[config.mk]
export PLATFORM = sky130hd
export DESIGN_NAME = maj_tt_sweep_ctrl
export DESIGN_NICKNAME = d
export VERILOG_FILES = /design/src/rtl/maj_tt_sweep_ctrl.sv
export SDC_FILE = /design/constraint.sdc
export NUM_CORES = 1
export LEC_CHECK = 0
export ABC_AREA = 1
export CAP_MARGIN = 20
export CORE_ASPECT_RATIO = 1.2
export CORE_MARGIN = 10
export CORE_UTILIZATION = 25
export CTS_CLUSTER_SIZE = 24
export DETAILED_ROUTE_END_ITERATION = 12
export PLACE_DENSITY_LB_ADDON = 0.12
export SYNTH_ARGS = -nofsm -noshare
export SYNTH_HDL_FRONTEND = slang
export SYNTH_SLANG_ARGS = --single-unit
[constraint.sdc]
create_clock -name clk -period 2.75 [get_ports clk]
set_input_delay 0.55 -clock clk [delete_from_list [all_inputs] [get_ports clk]]
set_output_delay 0.55 -clock clk [all_outputs]
set_load 0.05 [all_outputs]
[src/rtl/maj_tt_sweep_ctrl.sv]
// Truth-table sweep controller: walks x_out through all 128 minterms and captures f_in after EVAL_LAT cycles.
// Optional tt/tt_exp comparison compiled in with `define MAJ_TT_SWEEP_CMP_EN.
//
// state | meaning
// IDLE  | waiting for start; results held
// ISSUE | driving x_out = 0..127, one per cycle
// DRAIN | waiting for the delayed capture of index 127
// FIN   | done pulse, match update
module maj_tt_sweep_ctrl #(
    parameter int EVAL_LAT = 1
) (
    input  logic         clk,
    input  logic         rst_n,
    input  logic         start,
    input  logic         f_in,
    input  logic [127:0] tt_exp,
    output logic [6:0]   x_out,
    output logic         busy,
    output logic         done,
    output logic [127:0] tt,
    output logic [7:0]   ones_cnt,
    output logic         match
);

    typedef enum logic [1:0] {IDLE, ISSUE, DRAIN, FIN} state_t;

    state_t       state_q, state_d;
    logic [6:0]   x_q, x_d;
    logic [127:0] tt_q, tt_d;
    logic [7:0]   ones_q, ones_d;
    logic         issue_v;
    logic         cap_v;
    logic [6:0]   cap_idx;

    assign issue_v = (state_q == ISSUE);

    generate
        if (EVAL_LAT == 0) begin : g_nodly
            assign cap_v   = issue_v;
            assign cap_idx = x_q;
        end else begin : g_dly
            logic [EVAL_LAT-1:0] vld_q;
            logic [6:0]          idx_q [EVAL_LAT];

            always_ff @(posedge clk) begin
                if (!rst_n) begin
                    vld_q <= '0;
                    for (int i = 0; i < EVAL_LAT; i++) idx_q[i] <= '0;
                end else begin
                    vld_q[0] <= issue_v;
                    idx_q[0] <= x_q;
                    for (int i = 1; i < EVAL_LAT; i++) begin
                        vld_q[i] <= vld_q[i-1];
                        idx_q[i] <= idx_q[i-1];
                    end
                end
            end

            assign cap_v   = vld_q[EVAL_LAT-1];
            assign cap_idx = idx_q[EVAL_LAT-1];
        end
    endgenerate

`ifdef MAJ_TT_SWEEP_CMP_EN
    logic match_q, match_d;
`endif

    always_comb begin
        state_d = state_q;
        x_d     = x_q;
        tt_d    = tt_q;
        ones_d  = ones_q;
`ifdef MAJ_TT_SWEEP_CMP_EN
        match_d = match_q;
`endif
        // Each index passes through the delay line exactly once, so no bit is rewritten
        if (cap_v) begin
            tt_d[cap_idx] = f_in;
            ones_d        = ones_q + {7'd0, f_in};
        end
        case (state_q)
            IDLE: begin
                if (start) begin
                    tt_d    = '0;
                    ones_d  = '0;
                    x_d     = '0;
                    state_d = ISSUE;
`ifdef MAJ_TT_SWEEP_CMP_EN
                    match_d = 1'b0;
`endif
                end
            end
            ISSUE: begin
                if (x_q == 7'd127) state_d = (EVAL_LAT == 0) ? FIN : DRAIN;
                else               x_d     = x_q + 7'd1;
            end
            DRAIN: begin
                if (cap_v && (cap_idx == 7'd127)) state_d = FIN;
            end
            FIN: begin
                state_d = IDLE;
`ifdef MAJ_TT_SWEEP_CMP_EN
                match_d = (tt_q == tt_exp);
`endif
            end
            default: state_d = IDLE;
        endcase
    end

    always_ff @(posedge clk) begin
        if (!rst_n) begin
            state_q <= IDLE;
            x_q     <= '0;
            tt_q    <= '0;
            ones_q  <= '0;
`ifdef MAJ_TT_SWEEP_CMP_EN
            match_q <= 1'b0;
`endif
        end else begin
            state_q <= state_d;
            x_q     <= x_d;
            tt_q    <= tt_d;
            ones_q  <= ones_d;
`ifdef MAJ_TT_SWEEP_CMP_EN
            match_q <= match_d;
`endif
        end
    end

    assign x_out    = x_q;
    assign busy     = (state_q != IDLE);
    assign done     = (state_q == FIN);
    assign tt       = tt_q;
    assign ones_cnt = ones_q;

`ifdef MAJ_TT_SWEEP_CMP_EN
    assign match = match_q;
`else
    logic unused_tt_exp;
    assign unused_tt_exp = ^tt_exp;
    assign match         = 1'b0;
`endif

endmodule
==> results.md <==
* Final hold violations at 0
* RSZ-0062 raised after global routing: false
* TritonCTS buffer count at 17
* Cell Area, Placed at 0.008177 mm²
* Share of post-route cells with drive strength above 1 at 7.889%
* Root Driver: clkbuf_16
* Worst vdd ir at 0.4022 mV
* WP data required at 2200 ps
* Main area contributors after synthesis: dfxtp_1, nor3_1, a21oi_1, inv_1, nand2_1
* Slowest CP cell: clkdlybuf4s50_1
* Antenna cells at 0
* CP Max Fanout at 4
* Crit path DAT at 1790 ps
* Post-Route Setup TNS at 0 ps
* Synth unique cells at 24
* Area share of the largest cell type after synthesis at 47.83%
* Max Slew Vio Count at 0
* Number of synthesized flops with an enable pin at 0
* Crit path capture type: primary output
* Nets@finish at 1102
* Pin count of the biggest net entering global routing at 129
* Max-cap violations at 0
* Worst setup margin at 407.2 ps
* Critical path startpoint category: register
* Post-CTS setup buffer count at 0
* Top FF cell, synth: dfxtp_1
* Top cells by count, synth: nor3_1, dfxtp_1, a21oi_1
* Post-synth net total at 969
* Clock-pin transition on the worst setup and hold timing paths at 70 ps
* Finish-stage setup viols at 0
* Global-route usage over all layers at 15.07%
* Synthesis-to-layout area growth at 36.60%
* Top-count cell post-synth: nor3_1
* Clk pwr share at 40.6%
* FMAX at 426.8 MHz
* Final HPWL DP at 16.17 mm
* Synth area leader: dfxtp_1
* Post-place setup slack at 544.8 ps
* Hold Worst Slack at 488.1 ps
* Status: finished, final reports clean
* CP Class: reg -> out
* Mean Syn Cell Area at 7.715 µm²
* Core Area at 0.02538 mm²
* CTS H-Tree Depth at 4
* Synth Instances at 830
* Vias in the first global route at 6048
* Hold Crit Class: reg -> reg
* Vias at 6229
* Iter 0 DRT Violations at 414
* Max incr delay on CP at 810 ps
* Sequential share of power at 41.1%
* Syn Std Cell Area at 0.006404 mm²
* Internal power at 3812 µW
* CTS tree: built
* Sw frac at 33.37%
* Pwr dens at 654.2 mW/mm²
* Wire per inst at 19.48 µm
* Fill count at 2698
* Worst R2R End: tt[15]
* Reg2Reg Depth at 4
* I/O pins at 278
* RR Startpoint: cap_v
* Die area at 0.03244 mm²
* Hold path cells at 2
* Clock Sinks at 153
* Final WL at 25.45 mm
* Yosys reg bits at 153
* Initial Util at 25.23%
* Tcrit/Tclk final at 85.19%
* Design Area, Final at 0.008747 mm²
* Ys async rst share at 0%
* Initial DRT Pass Iterations at 4
* First-pass GRT wire length at 38.38 mm
* Global route overflow at 0
* Initial antenna violation count at 0
* FP Rows at 64
* Remaining DRCs at 0
* Routability cong. at 0.7705
* Worst-skew pair later-pin latency at 430 ps
* Die W at 166.1 µm
* Design Power at 5722 µW
* Net switching power at 1910 µW
* Post-route ant nets at 0
* Clk buf depth at 2
* Worst Skew at 11.93 ps
* Leak at 0.002932 µW
* Relative slew slack at 39.93%
* # hold bufs at CTS at 0
* Hold Path Origin: x_out[6]
* Worst-margin pin slew at 900.0 ps
* Logic pwr share at 18.3%
* Minimum clock period at 2343 ps
* Vias per cell at 4.770
* Critical path cell sequence: ha_1 > clkdlybuf4s50_1
* Sequential area share after synthesis at 47.83%
* PortBufs at 148
* R2r setup slk at 770 ps
* Min-Delay Endpoint: g_dly.idx_q[0][6]
* Syn. warnings at 0
* Die Y at 195.3 µm
kinds of logic (layout without fill, tap and decap cells):
family / count (synthesis) / after routing / synth area share (%)
other: 1 / 1 / 0.05856
DFF: 153 / 153 / 47.83
and+or+nand+nor: 385 / 385 / 29.50
adders and majority gates: 7 / 7 / 1.368
buffers and inverters: 129 / 275 / 9.066
AOI/OAI and AO/OA: 154 / 154 / 12.04
xor gates and xnor gates: 1 / 1 / 0.1368
cell type report:
type	instances	area [µm²]	share of cell area [%]
inverter	80	300.3	3.433
multi-input combinational	548	2771	31.68
clock buffer	18	429.2	4.906
sequential	153	3063	35.02
clock inverter	14	138.9	1.588
tap	330	412.9	4.720
timing repair buffer	163	1632	18.65
worst max-delay path by stage:
stage                           from  endpoint  slack, ps  depth (start not counted)
after CTS                 state_q[0]      busy         70                          4
after detailed placement  state_q[0]      busy        540                          4
after global placement    state_q[0]      busy        550                          4
after global routing      state_q[1]      done        300                          2
final                     state_q[1]      done        410                          2
after floorplan             x_out[1]  x_out[3]        920                          9
per-stage QoR:
step / util [%] / cells
5_1_grt: 34.46 / 1306
6_report: 34.46 / 1306
2_1_floorplan: - / 830
3_5_place_dp: 32.21 / 1274
3_3_place_gp: 32.21 / 1274
4_1_cts: 34.45 / 1306
what timing repair did:
item,CTS,global route
gates resized for setup,0,1
hold endpoints to repair,0,0
setup endpoints to repair,0,1
critical path: cells and delay by family, from the launching register on:
family | cells | cell delay, ps
buffers and inverters | 1 | 810
flip-flops | 1 | 390
adder cells (fa/ha/maj) | 1 | 170
registers in the layout, summed over array words and instances (netlist names):
| name | flops |
|---|---|
| x_out | 7 |
| g_dly.idx_q | 7 |
| ones_cnt | 8 |
| tt | 128 |
| state_q | 2 |
| cap_v | 1 |
placed cells by master, fill, tap and decap left out, types with 2 or more instances in the layout:
master | Yosys | layout
nor3_1 | 239 | 239
dfxtp_1 | 153 | 153
clkdlybuf4s50_1 | 0 | 146
a21oi_1 | 139 | 139
inv_1 | 73 | 73
nand2_1 | 67 | 67
nor2_1 | 34 | 34
nand3_1 | 18 | 18
clkbuf_16 | 0 | 17
o21ai_0 | 14 | 14
buf_4 | 6 | 13
nor2_2 | 9 | 9
nor2_4 | 9 | 9
inv_2 | 7 | 7
ha_1 | 7 | 7
nand4_1 | 5 | 5
inv_6 | 0 | 5
clkinv_4 | 0 | 3
clkinvlp_4 | 0 | 3
buf_12 | 0 | 3
nand2_2 | 2 | 2
power groups by stage:
stage	registers [µW]	logic (µW)	clock network, µW
final	2350	1050	2320
after global routing	2370	1160	2470
after CTS	2360	1060	2370
after detailed placement	2410	1050	0
after global placement	2410	1060	0
after floorplan	2480	653	0
layer usage:
metal / routed length (µm) / track usage, %
met1: 11580 / 19.60
met2: 12110 / 24.35
met3: 1509 / 3.696
met4: 255 / 3.975
met5: 0 / 0
Note: power is estimated with default switching activity, not from simulation.
